===== src/rtl/muldiv_pkg.sv =====
// Shared definitions for the iterative multiply/divide unit: op codes, FSM states,
// iteration count and small op-decode helpers.
package muldiv_pkg;

   localparam int ITER = 32;

   typedef enum logic [2:0] {
      OP_MULT  = 3'd0,
      OP_MULTU = 3'd1,
      OP_DIV   = 3'd2,
      OP_DIVU  = 3'd3,
      OP_MTHI  = 3'd4,
      OP_MTLO  = 3'd5
   } muldiv_op_e;

   typedef enum logic [1:0] {
      ST_IDLE = 2'd0,
      ST_CALC = 2'd1,
      ST_FIX  = 2'd2
   } muldiv_state_e;

   function automatic int cnt_width(input int w);
      return $clog2(w) + 1;
   endfunction

   function automatic logic is_arith_op(input logic [2:0] op);
      return (op[2] == 1'b0);
   endfunction

   function automatic logic is_div_op(input logic [2:0] op);
      return (op == OP_DIV) || (op == OP_DIVU);
   endfunction

   function automatic logic is_signed_op(input logic [2:0] op);
      return (op == OP_MULT) || (op == OP_DIV);
   endfunction

endpackage


===== src/rtl/muldiv_core.sv =====
// Shared shift-add / restoring-divide datapath. Works on magnitudes and applies
// the recorded sign correction when the result is taken.
module muldiv_core
   import muldiv_pkg::*;
#(
   parameter int WIDTH = ITER
) (
   input  logic             i_clk,
   input  logic             i_reset,
   input  logic             i_load,
   input  logic             i_step,
   input  logic             i_fix,
   input  logic [2:0]       i_op,
   input  logic [WIDTH-1:0] i_rs,
   input  logic [WIDTH-1:0] i_rt,
   output logic             o_valid,
   output logic [WIDTH-1:0] o_hi,
   output logic [WIDTH-1:0] o_lo
);

   logic               r_is_div;
   logic               r_neg_q;
   logic               r_neg_r;
   logic               r_div_zero;
   logic [WIDTH-1:0]   r_b;
   logic [2*WIDTH:0]   r_acc;

   logic               w_div;
   logic               w_sgn;
   logic               w_rt_zero;
   logic [WIDTH-1:0]   w_a_mag;
   logic [WIDTH-1:0]   w_b_mag;
   logic [WIDTH:0]     w_mul_sum;
   logic [2*WIDTH:0]   w_div_shift;
   logic [WIDTH:0]     w_div_trial;
   logic [2*WIDTH-1:0] w_prod;
   logic [WIDTH-1:0]   w_rem;
   logic [WIDTH-1:0]   w_quo;

   assign w_div     = is_div_op(i_op);
   assign w_sgn     = is_signed_op(i_op);
   assign w_rt_zero = (i_rt == {WIDTH{1'b0}});
   assign w_a_mag   = (w_sgn && i_rs[WIDTH-1]) ? -i_rs : i_rs;
   assign w_b_mag   = (w_sgn && i_rt[WIDTH-1]) ? -i_rt : i_rt;

   // Accumulator layout: multiply {upper W+1, multiplier W}; divide {remainder W+1, dividend/quotient W}
   assign w_mul_sum   = r_acc[2*WIDTH:WIDTH] + (r_acc[0] ? {1'b0, r_b} : {(WIDTH+1){1'b0}});
   assign w_div_shift = {r_acc[2*WIDTH-1:0], 1'b0};
   assign w_div_trial = w_div_shift[2*WIDTH:WIDTH] - {1'b0, r_b};

   assign w_prod = r_neg_q ? -r_acc[2*WIDTH-1:0] : r_acc[2*WIDTH-1:0];
   assign w_rem  = r_neg_r ? -r_acc[2*WIDTH-1:WIDTH] : r_acc[2*WIDTH-1:WIDTH];
   assign w_quo  = r_neg_q ? -r_acc[WIDTH-1:0] : r_acc[WIDTH-1:0];

   // Operand latch and one iteration per step strobe
   always_ff @(posedge i_clk) begin
      if (i_reset) begin
         r_is_div   <= 1'b0;
         r_neg_q    <= 1'b0;
         r_neg_r    <= 1'b0;
         r_div_zero <= 1'b0;
         r_b        <= {WIDTH{1'b0}};
         r_acc      <= {(2*WIDTH+1){1'b0}};
      end else if (i_load) begin
         r_is_div   <= w_div;
         r_neg_q    <= w_sgn & (i_rs[WIDTH-1] ^ i_rt[WIDTH-1]);
         r_neg_r    <= w_sgn & w_div & i_rs[WIDTH-1];
         r_div_zero <= w_div & w_rt_zero;
         r_b        <= w_div ? w_b_mag : w_a_mag;
         // A zero divisor keeps the raw dividend so the remainder comes out as rsVal itself
         r_acc      <= {{(WIDTH+1){1'b0}}, (w_div ? ((w_rt_zero) ? i_rs : w_a_mag) : w_b_mag)};
      end else if (i_step) begin
         if (r_is_div) begin
            r_acc <= w_div_trial[WIDTH] ? w_div_shift
                                        : {w_div_trial, w_div_shift[WIDTH-1:1], 1'b1};
         end else begin
            r_acc <= {1'b0, w_mul_sum, r_acc[WIDTH-1:1]};
         end
      end
   end

   // Final result selection with sign correction
   always_comb begin
      o_valid = i_fix;
      o_hi    = w_prod[2*WIDTH-1:WIDTH];
      o_lo    = w_prod[WIDTH-1:0];
      if (r_is_div) begin
         if (r_div_zero) begin
            o_hi = r_acc[2*WIDTH-1:WIDTH];
            o_lo = {WIDTH{1'b1}};
         end else begin
            o_hi = w_rem;
            o_lo = w_quo;
         end
      end else begin
         o_hi = w_prod[2*WIDTH-1:WIDTH];
         o_lo = w_prod[WIDTH-1:0];
      end
   end

endmodule


===== src/rtl/muldiv_ctrl.sv =====
// Multiply/divide controller: sequencing FSM, iteration counter, HI/LO registers,
// MTHI/MTLO writes and the stall/done handshake towards the pipeline.
module muldiv_ctrl
   import muldiv_pkg::*;
#(
   parameter int WIDTH = ITER
) (
   input  logic             clk,
   input  logic             reset,
   input  logic             start,
   input  logic [2:0]       op,
   input  logic [WIDTH-1:0] rsVal,
   input  logic [WIDTH-1:0] rtVal,
   input  logic             readHiLo,
   input  logic             cancel,
   output logic [WIDTH-1:0] hi,
   output logic [WIDTH-1:0] lo,
   output logic             busy,
   output logic             done,
   output logic             stall
);

   localparam int CW = cnt_width(WIDTH);

   muldiv_state_e    r_state;
   muldiv_state_e    w_next_state;
   logic [CW-1:0]    r_cnt;
   logic [WIDTH-1:0] r_hi;
   logic [WIDTH-1:0] r_lo;
   logic             r_busy;
   logic             r_done;

   logic             w_accept;
   logic             w_load;
   logic             w_step;
   logic             w_fix;
   logic             w_mthi;
   logic             w_mtlo;
   logic             w_cnt_last;
   logic             w_core_valid;
   logic [WIDTH-1:0] w_core_hi;
   logic [WIDTH-1:0] w_core_lo;

   assign w_accept   = start & ~cancel;
   assign w_cnt_last = (r_cnt == CW'(WIDTH - 1));

   muldiv_core #(.WIDTH(WIDTH)) u_core (
      .i_clk   (clk),
      .i_reset (reset),
      .i_load  (w_load),
      .i_step  (w_step),
      .i_fix   (w_fix),
      .i_op    (op),
      .i_rs    (rsVal),
      .i_rt    (rtVal),
      .o_valid (w_core_valid),
      .o_hi    (w_core_hi),
      .o_lo    (w_core_lo)
   );

   // State register
   always_ff @(posedge clk) begin
      if (reset) begin
         r_state <= ST_IDLE;
      end else begin
         r_state <= w_next_state;
      end
   end

   // Next-state logic; cancel always wins
   always_comb begin
      w_next_state = r_state;
      case (r_state)
         ST_IDLE: begin
            if (w_accept && is_arith_op(op)) w_next_state = ST_CALC;
            else                             w_next_state = ST_IDLE;
         end
         ST_CALC: begin
            if (cancel)          w_next_state = ST_IDLE;
            else if (w_cnt_last) w_next_state = ST_FIX;
            else                 w_next_state = ST_CALC;
         end
         ST_FIX:  w_next_state = ST_IDLE;
         default: w_next_state = ST_IDLE;
      endcase
   end

   // Datapath strobes per state
   always_comb begin
      w_load = 1'b0;
      w_step = 1'b0;
      w_fix  = 1'b0;
      w_mthi = 1'b0;
      w_mtlo = 1'b0;
      case (r_state)
         ST_IDLE: begin
            w_load = w_accept & is_arith_op(op);
            w_mthi = w_accept & (op == OP_MTHI);
            w_mtlo = w_accept & (op == OP_MTLO);
         end
         ST_CALC: w_step = ~cancel;
         ST_FIX:  w_fix  = ~cancel;
         default: w_load = 1'b0;
      endcase
   end

   // Iteration counter
   always_ff @(posedge clk) begin
      if (reset || w_load) begin
         r_cnt <= {CW{1'b0}};
      end else if (w_step) begin
         r_cnt <= r_cnt + 1'b1;
      end
   end

   // HI/LO ownership: mul/div result or MTxx data
   always_ff @(posedge clk) begin
      if (reset) begin
         r_hi <= {WIDTH{1'b0}};
         r_lo <= {WIDTH{1'b0}};
      end else if (w_core_valid) begin
         r_hi <= w_core_hi;
         r_lo <= w_core_lo;
      end else if (w_mthi) begin
         r_hi <= rsVal;
      end else if (w_mtlo) begin
         r_lo <= rsVal;
      end
   end

   // Registered busy and one-cycle done pulse
   always_ff @(posedge clk) begin
      if (reset) begin
         r_busy <= 1'b0;
         r_done <= 1'b0;
      end else begin
         r_busy <= (w_next_state != ST_IDLE);
         r_done <= w_core_valid;
      end
   end

   assign hi    = r_hi;
   assign lo    = r_lo;
   assign busy  = r_busy;
   assign done  = r_done;
   assign stall = r_busy & (start | readHiLo);

endmodule


===== config.mk =====
export PLATFORM = sky130hd
export DESIGN_NAME = muldiv_ctrl
export DESIGN_NICKNAME = d
export VERILOG_FILES = /design/src/rtl/muldiv_pkg.sv /design/src/rtl/muldiv_core.sv /design/src/rtl/muldiv_ctrl.sv
export SDC_FILE = /design/constraint.sdc
export NUM_CORES = 1
export LEC_CHECK = 0
export ABC_AREA = 0
export ABC_CLOCK_PERIOD_IN_PS = 8600
export CAP_MARGIN = 20
export CORE_ASPECT_RATIO = 0.9
export CORE_MARGIN = 1.5
export CORE_UTILIZATION = 30
export DETAILED_ROUTE_END_ITERATION = 8
export SLEW_MARGIN = 20
export SYNTH_ARGS = -nofsm -noshare
export SYNTH_HDL_FRONTEND = slang
export SYNTH_HIERARCHICAL = 1
export SYNTH_SLANG_ARGS = --single-unit
export TNS_END_PERCENT = 20

===== constraint.sdc =====
create_clock -name clk -period 8.6 [get_ports clk]
set_clock_uncertainty 0.2 [all_clocks]
set_input_delay 2.15 -clock clk [delete_from_list [all_inputs] [get_ports clk]]
set_output_delay 2.15 -clock clk [all_outputs]
set_load 0.02 [all_outputs]

Word level (Yosys, flattened, before mapping)
Cells that the tools add are included.
- register bits after elaboration: 175
- input port bits: 72
- output and inout port bits: 67
- add/subtract/negate cells: 8
- equality and inequality tests: 8
- muxes and demuxes: 31
- bitwise operators: 13
- reduce and logical (&&, ||, !) cells: 15
- operators with widths (operator ; number):
    32-bit 2-to-1 mux ; 19
    65-bit 2-to-1 mux ; 2
    32-bit negation ; 4
    64-bit 2-to-1 mux ; 1
    64-bit negation ; 1
    33-bit by 32-bit adder with 33-bit output ; 1
    33-bit by 32-bit subtractor with 33-bit output ; 1
    32-bit logical NOT ; 1
    1-bit AND ; 9
    2-bit nonzero test ; 4
    6-bit by 1-bit adder with 6-bit output, second input constant ; 1
    3-bit by 2-bit equality test with 1-bit output, second input constant ; 2
    3-bit equality test, second input constant ; 2
    6-bit by 5-bit equality test with 1-bit output, second input constant ; 1
    1-bit 2-to-1 mux ; 6
    2-bit 2-to-1 mux ; 2
    2-bit one-hot mux with 2 select lines ; 1
    1-bit logical AND ; 3
    3-bit logical NOT ; 1
    1-bit logical OR ; 3
    2-bit by 1-bit equality test with 1-bit output, second input constant ; 1
    2-bit equality test, second input constant ; 1
    2-bit logical NOT ; 1
    2-bit by 1-bit != test with 1-bit output, second input constant ; 1
    5 further kinds ; 6

Logic depth before layout (Yosys ltp)
- word-level depth: 7
- mapped depth: 19
- mapped depth without buffers: 18

Hierarchy
The synthesis kept the hierarchy.
- modules (own cells, without submodules) (module ; instances ; cells an instance ; area each (um2)):
    muldiv_core ; 1 ; 1750 ; 12276.8
    muldiv_ctrl ; 1 ; 384 ; 3672.3

Least setup slack after synthesis
Ideal clock, no wire load.
- path kind: input -> register
- start: input port rsVal[1]
- end: register u_core.r_b[28]
- setup time: 114 ps
- arrival: 4467 ps
- data required time: 8286 ps
- path slack: 3819 ps
- stages on the path: 9
- cell sequence: inv_1 ha_1 or3b_1 or4_1 nand4b_1 nand2b_1 o41ai_1 xor2_1 a2111oi_0
- cells in the longest elaborated chain, start to end: 3
- RTL lines (element ; line ; source):
    start: declaration ; muldiv_ctrl.sv:12 ; input logic [WIDTH-1:0] rsVal,
    32-bit negation ; muldiv_core.sv:43 ; assign w_a_mag = (w_sgn && i_rs[WIDTH-1]) ? -i_rs : i_rs;
    32-bit 2-to-1 mux ; muldiv_core.sv:43 ;
    32-bit 2-to-1 mux ; muldiv_core.sv:69 ; r_b <= w_div ? w_b_mag : w_a_mag;
    end signal: assignment ; muldiv_core.sv:62 ; r_b <= {WIDTH{1'b0}};
    end signal: assignment ; muldiv_core.sv:69 ;
    end: declaration ; muldiv_core.sv:25 ; logic [WIDTH-1:0] r_b;
No other way between the ends.
A chain may end at the register's enable or synchronous reset.

Worst setup path after layout
- start: input port start
- end: output port stall
- cells in the longest elaborated chain, start to end: 2
- RTL lines (element ; line ; source):
    start: declaration ; muldiv_ctrl.sv:10 ; input logic start,
    1-bit OR ; muldiv_ctrl.sv:146 ; assign stall = r_busy & (start | readHiLo);
    1-bit AND ; muldiv_ctrl.sv:146 ;
    end: declaration ; muldiv_ctrl.sv:20 ; output logic stall
No other way between the ends.

==> impl_metrics.csv <==
group,metric,value,unit
yosys,ys_types,88,
final_layout,drive_gt1_frac,0.0733,
grt,grt_pass1_wl,96700,um
pwr,power_density,129,mW/mm2
timing,tightest_slew,1150,ps
critical_path,critPathArrivalTime,3380,ps
pwr,p_clk_frac,0.342,
die,initial_core_util,0.306,
worst_hold_path,min_path_cells,1,
critical_path,reg2reg_slack,3550,ps
clock_tree,h-tree-depth,4,
yosys,syn_nets,2279,
routing,vias,16900,
clock_tree,cts_tree,"built",
grt,track_usage,0.229,
timing,timing.final.crit_share,0.667,
routing,drc,0,
pwr,leakage,6.73,nW
routing,wl_per_cell,22.4,um
grt,grt_max_degree,88,
timing,rsz0062_at_grt,"false",
clock_tree,cts_buffers,17,
grt,grtUsageMet3,0.0391,
pwr,intPower,1.53,mW
yosys,ys_seq_elements,175,
timing,fmax,174,MHz
grt,grt_use_met2,0.361,
critical_path,start_kind,"primary input",
grt,grt_pass1_vias,15900,
grt,met1_usage,0.317,
yosys,syn_area_per_cell,7.47,um2
place,portBuffers,138,
pwr,seqPwrFrac,0.371,
routing,drt_pass1_iterations,6,
clock_tree,cts_resized,0,
routing,postRouteWirelength,63900,um
routing,final_antenna_net_count,0,
yosys,synth_area,0.0159,mm2
critical_path,r2r_start,"u_core/r_acc[31]$_SDFFE_PP0P_",
job,cap_violations,0,
critical_path,reg2reg_depth,17,
timing,finalSetupViolations,0,
timing,finalMaxSlewViolations,0,
final_layout,area_delta_synth_final,14.8,%
worst_hold_path,holdCritPathClass,"reg2reg",
place,placed_area,0.0177,mm2
pwr,p_total,2.37,mW
clock_tree,clockBufferDepth,2,
die,io_pins,139,
yosys,synth_edf_count,0,
final_layout,fin_util,0.351,
die,die_h,222,um
yosys,synth-main-ff-cell,"dfxtp_1",
critical_path,critPathCaptureType,"output port",
critical_path,worstSetupStartpoint,"start",
grt,grt-ovfl-total,0,
clock_tree,hold_buffers,0,
timing,finalCriticalPeriod,5730,ps
die,design.core.area,0.0521,mm2
critical_path,criticalPathCategory,"in2out",
pwr,combPwrFrac,0.287,
critical_path,cp_max_fo,2,
routing,viasPerCell,5.91,
yosys,synth_warnings,6,
place,dp_hpwl,48600,um
pwr,p_sw,0.837,mW
place,gp_congestion,0.952,
pwr,p_sw_frac,0.354,
clock_tree,cts_setup_buffers,0,
final_layout,diodes,0,
worst_hold_path,hold_end,"r_state[1]$_SDFF_PP0_",
outcome,status,"completed",
place,post-place-ws,2810,ps
timing,hold_viol,0,
clock_tree,cts-root-buf,"clkbuf_16",
clock_tree,clk_pin_slew_worst_paths,70,ps
critical_path,worstPathRequired,6250,ps
grt,antenna_found_initial,0,
grt,grt_busiest_layer,"met2",
die,die_x,246,um
clock_tree,clk_latency,460,ps
timing,slew-limit-headroom,0.231,
yosys,syn_inst,2134,
clock_tree,clock_sinks,175,
routing,drt_iter0_markers,2159,
worst_hold_path,min-delay-start,"r_cnt[5]$_SDFFE_PP0P_",
die,rows,79,
final_layout,fin_nets,2303,
final_layout,design_area,0.0183,mm2
timing,fin_ws,2870,ps
yosys,ys_seq_area_frac,0.220,
timing,finalSetupTns,0,ps
die,die-area,0.0546,mm2
pwr,vdd_drop_max,0.131,mV
final_layout,n_fill_cell,5550,
yosys,async_flop_share,0,
critical_path,r2r_end,"u_core/r_acc[57]$_SDFFE_PP0P_",
## synth_stat cells (12+ instances only)
master / instances / area share
a21oi_1: 248 / 0.078
nor2_1: 242 / 0.057
dfxtp_1: 175 / 0.22
nand2_1: 159 / 0.037
a211oi_1: 132 / 0.062
o21ai_0: 128 / 0.040
clkbuf_1: 114 / 0.027
xnor2_1: 103 / 0.057
xor2_1: 94 / 0.052
ha_1: 71 / 0.056
inv_1: 68 / 0.016
mux2i_1: 48 / 0.030
nor2b_1: 46 / 0.018
nor3_1: 44 / 0.014
a211oi_2: 39 / 0.031
a21o_1: 26 / 0.012
o31ai_1: 23 / 0.011
o22ai_1: 19 / 0.0075
buf_2: 18 / 0.0056
nand3_1: 18 / 0.0056
o211ai_1: 17 / 0.0080
or3_1: 17 / 0.0067
a31oi_1: 16 / 0.0063
nand2b_1: 16 / 0.0063
o21a_1: 14 / 0.0066
or4_1: 14 / 0.0066
buf_1: 13 / 0.0031
nand4_1: 12 / 0.0047
## area by class of cell
cell class	instances	area [um2]	share of cell area
multi-input cells	1737	11600	0.632
inverters	68	255	0.0139
repair buffers	159	1540	0.0839
clock inverters	11	134	0.00731
flip-flops and latches	175	3510	0.192
clock buffers	19	443	0.0242
well taps	688	861	0.0470
## worst max-delay path by stage
| stage | endpoint | slack, ps |
|---|---|---|
| 2_1_floorplan | u_core/r_b[28]$_SDFFE_PP0P_ | 3820 |
| 3_3_place_gp | stall | 2840 |
| 3_5_place_dp | u_core/r_acc[7]$_SDFFE_PP0P_ | 2810 |
| 4_1_cts | stall | 2860 |
| 5_1_grt | stall | 2830 |
| 6_report | stall | 2870 |
## routing by layer
layer / wire, um / share of wire / vias to the layer above
met4: 1740 / 0.027 / 0
met3: 4950 / 0.077 / 100
li1: - / - / 7834
met1: 28400 / 0.44 / 8218
met5: 0 / 0 / -
met2: 28800 / 0.45 / 746
## state kept, by name, summed over array words and instances, names as in the netlist
signal,cells
done,1
r_state,2
r_cnt,6
hi,32
lo,32
u_core/r_is_div,1
u_core/r_neg_q,1
u_core/r_acc,65
u_core/r_neg_r,1
u_core/r_b,32
u_core/r_div_zero,1
busy,1
## worst max-delay path: stages
cell and delay, ps:
clkdlybuf4s50_1 510, o21a_1 130, clkdlybuf4s50_1 590
## metrics by stage
stage          hold WS, ps  std cells
2_1_floorplan          228       2134
3_3_place_gp           245       2827
3_5_place_dp           257       2827
4_1_cts                268       2857
5_1_grt                298       2857
6_report               275       2857
## cells by family after synthesis
| group | after synthesis | share of synthesized area |
|---|---|---|
| mux | 57 | 0.0365 |
| simple gates | 647 | 0.202 |
| buf+inv | 222 | 0.0570 |
| flops | 175 | 0.220 |
| fa+ha+maj | 73 | 0.0582 |
| xor+xnor | 197 | 0.108 |
| compound gates | 763 | 0.319 |
## power by group through the flow
stage	Combinational [mW]	Sequential, mW	Clock, mW
2_1_floorplan	0.454	0.879	0
3_3_place_gp	0.658	0.894	0
3_5_place_dp	0.662	0.894	0
4_1_cts	0.666	0.876	0.816
5_1_grt	0.733	0.879	0.845
6_report	0.680	0.878	0.808
## cells in the final DEF (no fill, tap or decap), drive strengths merged, types with 9 or more instances in the layout
cell type,netlist,routed
a21oi,248,248
ha,71,71
nor2b,46,46
mux2i,48,48
and3,9,9
o22ai,19,19
nand2,161,161
nand2b,16,16
o211ai,17,17
xor2,94,94
buf,39,22
dfxtp,175,175
clkbuf,115,19
nand3,19,19
nor2,245,245
o21ai,133,133
clkdlybuf4s50,0,137
o41ai,14,14
a21o,26,26
a211oi,171,171
nor4,17,17
o221ai,11,11
o31ai,24,24
nand4,14,14
o21a,14,14
xnor2,103,103
inv,68,71
or3,19,19
nor3,49,49
a31oi,16,16
or4,18,18
mux2,9,9
No activity file was read; power rests on OpenSTA's default activity.
